==> src/rtl/uart_tx_framer_if.sv <==
// uart_tx_framer_if: tick/start/data in, serial line and status out.
// master drives the request side, slave is the framer.
interface uart_tx_framer_if #(
  parameter int DATA_W = 8
);
  logic              baud_tick;
  logic              start;
  logic [DATA_W-1:0] data;
  logic              tx;
  logic              busy;
  logic              done;

  modport master (
    output baud_tick,
    output start,
    output data,
    input  tx,
    input  busy,
    input  done
  );

  modport slave (
    input  baud_tick,
    input  start,
    input  data,
    output tx,
    output busy,
    output done
  );
endinterface

==> src/rtl/uart_tx_framer.sv <==
// uart_tx_framer: async serial transmitter clocked by an external baud strobe.
// Frame = start, DATA_W bits LSB first, optional parity, STOP_BITS stops.
module uart_tx_framer #(
  parameter int DATA_W    = 8,
  parameter int PARITY    = 0,
  parameter int STOP_BITS = 1
) (
  input logic             clk,
  input logic             rst_n,
  uart_tx_framer_if.slave bus
);

  localparam int IW = $clog2(DATA_W);
  localparam logic [IW-1:0] LAST = IW'(DATA_W - 1);
  localparam logic SLAST = (STOP_BITS == 2);

  typedef enum logic [2:0] {
    S_IDLE,
    S_WAIT,
    S_START,
    S_DATA,
    S_PAR,
    S_STOP
  } state_t;

  state_t state_q, state_d;

  logic              start_q;
  logic              tx_q, tx_d;
  logic              busy_q, busy_d;
  logic              done_q, done_d;
  logic              par_q, par_d;
  logic              stop_q, stop_d;
  logic [DATA_W-1:0] shift_q, shift_d;
  logic [IW-1:0]     idx_q, idx_d;

  logic accept;
  logic par_calc;

  assign accept = bus.start && !start_q
                  && (state_q == S_IDLE);

  assign par_calc = (PARITY == 2) ? ~^bus.data
                                  : ^bus.data;

  always_ff @(posedge clk or negedge rst_n) begin
    if (!rst_n) begin
      state_q <= S_IDLE;
      start_q <= 1'b1;
      tx_q    <= 1'b1;
      busy_q  <= 1'b0;
      done_q  <= 1'b0;
      par_q   <= 1'b0;
      stop_q  <= 1'b0;
      shift_q <= '0;
      idx_q   <= '0;
    end else begin
      state_q <= state_d;
      start_q <= bus.start;
      tx_q    <= tx_d;
      busy_q  <= busy_d;
      done_q  <= done_d;
      par_q   <= par_d;
      stop_q  <= stop_d;
      shift_q <= shift_d;
      idx_q   <= idx_d;
    end
  end

  always_comb begin
    state_d = state_q;
    tx_d    = tx_q;
    busy_d  = busy_q;
    done_d  = 1'b0;
    par_d   = par_q;
    stop_d  = stop_q;
    shift_d = shift_q;
    idx_d   = idx_q;
    unique case (state_q)
      S_IDLE: begin
        tx_d = 1'b1;
        if (accept) begin
          shift_d = bus.data;
          par_d   = par_calc;
          busy_d  = 1'b1;
          state_d = S_WAIT;
        end
      end
      // first tick after accept only sets the bit phase
      S_WAIT: begin
        if (bus.baud_tick) begin
          tx_d    = 1'b0;
          state_d = S_START;
        end
      end
      S_START: begin
        if (bus.baud_tick) begin
          tx_d    = shift_q[0];
          idx_d   = '0;
          state_d = S_DATA;
        end
      end
      S_DATA: begin
        if (bus.baud_tick) begin
          if (idx_q != LAST) begin
            shift_d = shift_q >> 1;
            tx_d    = shift_q[1];
            idx_d   = idx_q + 1'b1;
          end else if (PARITY != 0) begin
            tx_d    = par_q;
            state_d = S_PAR;
          end else begin
            tx_d    = 1'b1;
            stop_d  = 1'b0;
            state_d = S_STOP;
          end
        end
      end
      S_PAR: begin
        if (bus.baud_tick) begin
          tx_d    = 1'b1;
          stop_d  = 1'b0;
          state_d = S_STOP;
        end
      end
      S_STOP: begin
        tx_d = 1'b1;
        if (bus.baud_tick) begin
          if (stop_q == SLAST) begin
            busy_d  = 1'b0;
            done_d  = 1'b1;
            state_d = S_IDLE;
          end else begin
            stop_d = stop_q + 1'b1;
          end
        end
      end
      default: begin
        state_d = S_IDLE;
      end
    endcase
  end

  assign bus.tx   = tx_q;
  assign bus.busy = busy_q;
  assign bus.done = done_q;

endmodule

==> src/flat_wrapper.sv <==
// flat-port wrapper written by rule: the top's interface ports become plain ports
module uart_tx_framer_flat 
#(
  parameter int DATA_W    = 8,
  parameter int PARITY    = 0,
  parameter int STOP_BITS = 1
)
  (clk, rst_n, bus_baud_tick, bus_start, bus_data, bus_tx, bus_busy, bus_done);
  uart_tx_framer_if #(.DATA_W(DATA_W)) bus_i ();
  input logic clk;
  input logic rst_n;
  input wire logic [$bits(bus_i.baud_tick)-1:0] bus_baud_tick;
  input wire logic [$bits(bus_i.start)-1:0] bus_start;
  input wire logic [$bits(bus_i.data)-1:0] bus_data;
  output wire logic [$bits(bus_i.tx)-1:0] bus_tx;
  output wire logic [$bits(bus_i.busy)-1:0] bus_busy;
  output wire logic [$bits(bus_i.done)-1:0] bus_done;
  assign bus_i.baud_tick = bus_baud_tick;
  assign bus_i.start = bus_start;
  assign bus_i.data = bus_data;
  assign bus_tx = bus_i.tx;
  assign bus_busy = bus_i.busy;
  assign bus_done = bus_i.done;
  uart_tx_framer #(.DATA_W(DATA_W), .PARITY(PARITY), .STOP_BITS(STOP_BITS)) u_core (.clk(clk), .rst_n(rst_n), .bus(bus_i));
endmodule
==> config.mk <==
export PLATFORM = sky130hd
export DESIGN_NAME = uart_tx_framer_flat
export DESIGN_NICKNAME = d
export VERILOG_FILES = /design/src/rtl/uart_tx_framer_if.sv /design/src/rtl/uart_tx_framer.sv /design/src/flat_wrapper.sv
export SDC_FILE = /design/constraint.sdc
export NUM_CORES = 1
export LEC_CHECK = 0
export BUFFER_PORTS_ARGS = -buffer_cell sky130_fd_sc_hd__buf_2
export CORE_UTILIZATION = 40
export DETAILED_ROUTE_END_ITERATION = 6
export PLACE_DENSITY = 0.63
export SYNTH_ARGS = -nofsm -noshare
export SYNTH_HDL_FRONTEND = slang
export SYNTH_SLANG_ARGS = --single-unit
==> constraint.sdc <==
create_clock -name clk -period 5.75 [get_ports clk]
set_clock_uncertainty 0.15 [all_clocks]
set_input_delay 0.575 -clock clk [delete_from_list [all_inputs] [get_ports clk]]
set_output_delay 0.575 -clock clk [all_outputs]
set_load 0.05 [all_outputs]
==> impl_metrics.env <==
export IMPL_status="completed"
export IMPL_cts_max_level=1
export IMPL_syn_nets=96
export IMPL_dieArea_um2=2560
export IMPL_vias=653
export IMPL_endpoint_kind="register"
export IMPL_irDropWorstVdd_mv=0.228
export IMPL_crit_chain="or4b_4, o22ai_4, mux2_2"
export IMPL_setup_viol=0
export IMPL_fmax_mhz=473
export IMPL_netSwitchingFraction=0.359
export IMPL_synth_seq_cells=18
export IMPL_internal_power_uw=321
export IMPL_cp_num_buf_inv=0
export IMPL_drive_gt1_frac=0.365
export IMPL_antennaDiodeCount=0
export IMPL_synth_top_cell_area_share=0.424
export IMPL_p_comb_frac=0.413
export IMPL_cts_setup_buffers=0
export IMPL_fin_hold_ws_ns=0.0325
export IMPL_cts_sinks=18
export IMPL_period_share=0.367
export IMPL_synth_area_leaders="dfrtp_1, mux2_2, dfstp_2"
export IMPL_rsz0062_at_grt="no"
export IMPL_post_dp_hpwl_um=1140
export IMPL_worst_r2r_setup_slack_ns=3.64
export IMPL_yosysSeqAreaShare=0.479
export IMPL_maxSlewHeadroom=0.685
export IMPL_setup_ws_ns=3.64
export IMPL_r2r_start="u_core.state_q[0]"
export IMPL_leakage_uw=0.000491
export IMPL_viasPerCell=5.27
export IMPL_grt_pass1_vias=616
export IMPL_p_sw_uw=180
export IMPL_path_clk_slew_ns=0.11
export IMPL_grt_start_max_net_pins=19
export IMPL_arrival_ns=2.15
export IMPL_netlist_area_um2=945
export IMPL_cp_num_cells=3
export IMPL_min_period_ns=2.11
export IMPL_grt_overflow_total=0
export IMPL_core_area_um2=2210
export IMPL_yosys_area_top_type="dfrtp_1"
export IMPL_required_ns=5.79
export IMPL_port_buffers=14
export IMPL_drc=0
export IMPL_grtUsageTotal=0.143
export IMPL_yosys_warnings=0
export IMPL_fin_nets=111
export IMPL_stdcell_area_um2=1060
export IMPL_crit_path_max_fanout=13
export IMPL_initial_core_util=0.427
export IMPL_crit_start="u_core.state_q[0]"
export IMPL_synth_top_cells_by_count="dfrtp_1, mux2_2, o21ai_0"
export IMPL_drt_iter0_drc=17
export IMPL_grt_first_pass_wirelength_um=2700
export IMPL_pre_cts_slack_ns=3.63
export IMPL_wl_per_cell_um=12.9
export IMPL_cellPowerDensity_nw_per_um2=470
export IMPL_grt_antenna_before_repair=0
export IMPL_r2r_cells=3
export IMPL_r2r_end="u_core.shift_q[4]"
export IMPL_synth_most_common_cell="dfrtp_1"
export IMPL_synth_edff_count=0
export IMPL_cts_resized_gates=0
export IMPL_area_delta_synth_final_pct=12.6
export IMPL_tns_ns=0
export IMPL_worst_pin_slew_ns=0.473
export IMPL_cap_viol_max_count=0
export IMPL_seqPwrFrac=0.428
export IMPL_slew_viol_final=0
export IMPL_first_pass_iters=4
export IMPL_crit_type="reg -> reg"
export IMPL_wirelength_um=1600
export IMPL_die_h_um=50.6
export IMPL_cts_tree="built"
export IMPL_die_w_um=50.6
export IMPL_setup_worst_path_end="u_core.shift_q[4]"
export IMPL_drtAntennaViolNets=0
export IMPL_worstHoldPathType="in -> async"
export IMPL_ys_types=29
export IMPL_path_delay_family="simple AND/OR/NAND/NOR gates"
export IMPL_startpoint_type="register"
export IMPL_synth_ff_type="dfrtp_1"
export IMPL_cts_root_buf="clkbuf_4"
export IMPL_clk_latency_ns=0.30
export IMPL_syn_area_per_cell_um2=11.5
export IMPL_final_hold_viol_count=0
export IMPL_ioPinCount=15
export IMPL_crit_slowest_cell="or4b_4"
export IMPL_rows=17
export IMPL_numCtsBuffers=3
export IMPL_nFillCells=222
export IMPL_power_share_clock=0.159
export IMPL_placed_cell_area_um2=1030
export IMPL_syn_inst=82
export IMPL_routabilityCongestion=0.708
export IMPL_cpPeakStageDelay_ns=0.61
export IMPL_postCtsHoldBufs=0
export IMPL_cts_max_path_buffers=2
export IMPL_synth_async_reset_ratio=1.00
## sequential cells by signal (all words and copies together) (netlist names)
name,flops
u_core.bus.busy,1
u_core.bus.done,1
u_core.bus.tx,1
u_core.idx_q,3
u_core.shift_q,8
u_core.start_q,1
u_core.state_q,3
## metal layers
metal  GRT usage  up-vias  part of all wire
met4      0.0694        0             0.010
met1       0.194      322              0.52
met2       0.218        7              0.44
li1            -      322                 -
met5           0        -                 0
met3      0.0273        2             0.024
## final cells by class
cell class / instances / area, um2 / area share
clock buffer: 4 / 36.3 / 0.0341
timing repair buffer: 14 / 70.1 / 0.0659
multi-input combinational: 57 / 458 / 0.431
inverter: 3 / 11.3 / 0.0106
sequential: 18 / 453 / 0.426
tap: 28 / 35.0 / 0.0329
## layout by cell type (no fill, tap or decap), drive strengths merged
cell type / n
clkbuf: 4
a2bb2oi: 1
inv: 3
nand2b: 4
o31ai: 2
nand4: 1
or2b: 1
o21ai: 7
a21oi: 2
maj3: 1
nand2: 4
mux2: 12
ha: 2
nand3b: 2
o22ai: 1
or4b: 1
mux2i: 3
dfstp: 2
a22o: 2
dfrtp: 16
o32a: 1
nand4b: 1
and2: 2
xnor2: 1
buf: 14
nor2: 5
nor2b: 1
## power groups by stage
stage	clock network, uW	registers, uW	logic, uW
2_1_floorplan	0	217	167
4_1_cts	81.0	214	210
6_report	79.6	214	207
5_1_grt	85.3	221	231
3_3_place_gp	0	214	203
3_5_place_dp	0	216	209
## logic make-up after synthesis
family                     Yosys count  share of synthesized area
AOI/OAI and AO/OA                   16                      0.123
xor gates and xnor gates             1                    0.00927
adders and majority gates            3                     0.0371
buffers and inverters                7                     0.0358
DFF                                 18                      0.479
muxes                               15                      0.175
and+or+nand+nor                     22                      0.140
## stage by stage
step	util	cells	power, uW
floorplan	-	82	384
global placement	0.464	120	417
detailed placement	0.464	120	425
CTS	0.481	124	505
global route	0.481	124	537
finish	0.481	124	500
## worst min path at each step
stage / start / to / slack (ns) / cells past startpoint
floorplan: rst_n / u_core.bus.busy / 0.13 / 0
global route: rst_n / u_core.state_q[1] / 0.06 / 1
finish: rst_n / u_core.state_q[1] / 0.03 / 1
CTS: rst_n / u_core.idx_q[1] / 0.05 / 1
detailed placement: u_core.idx_q[0] / u_core.idx_q[0] / 0.34 / 1
global placement: u_core.idx_q[0] / u_core.idx_q[0] / 0.33 / 1
Power figures use the tool's default switching activity.
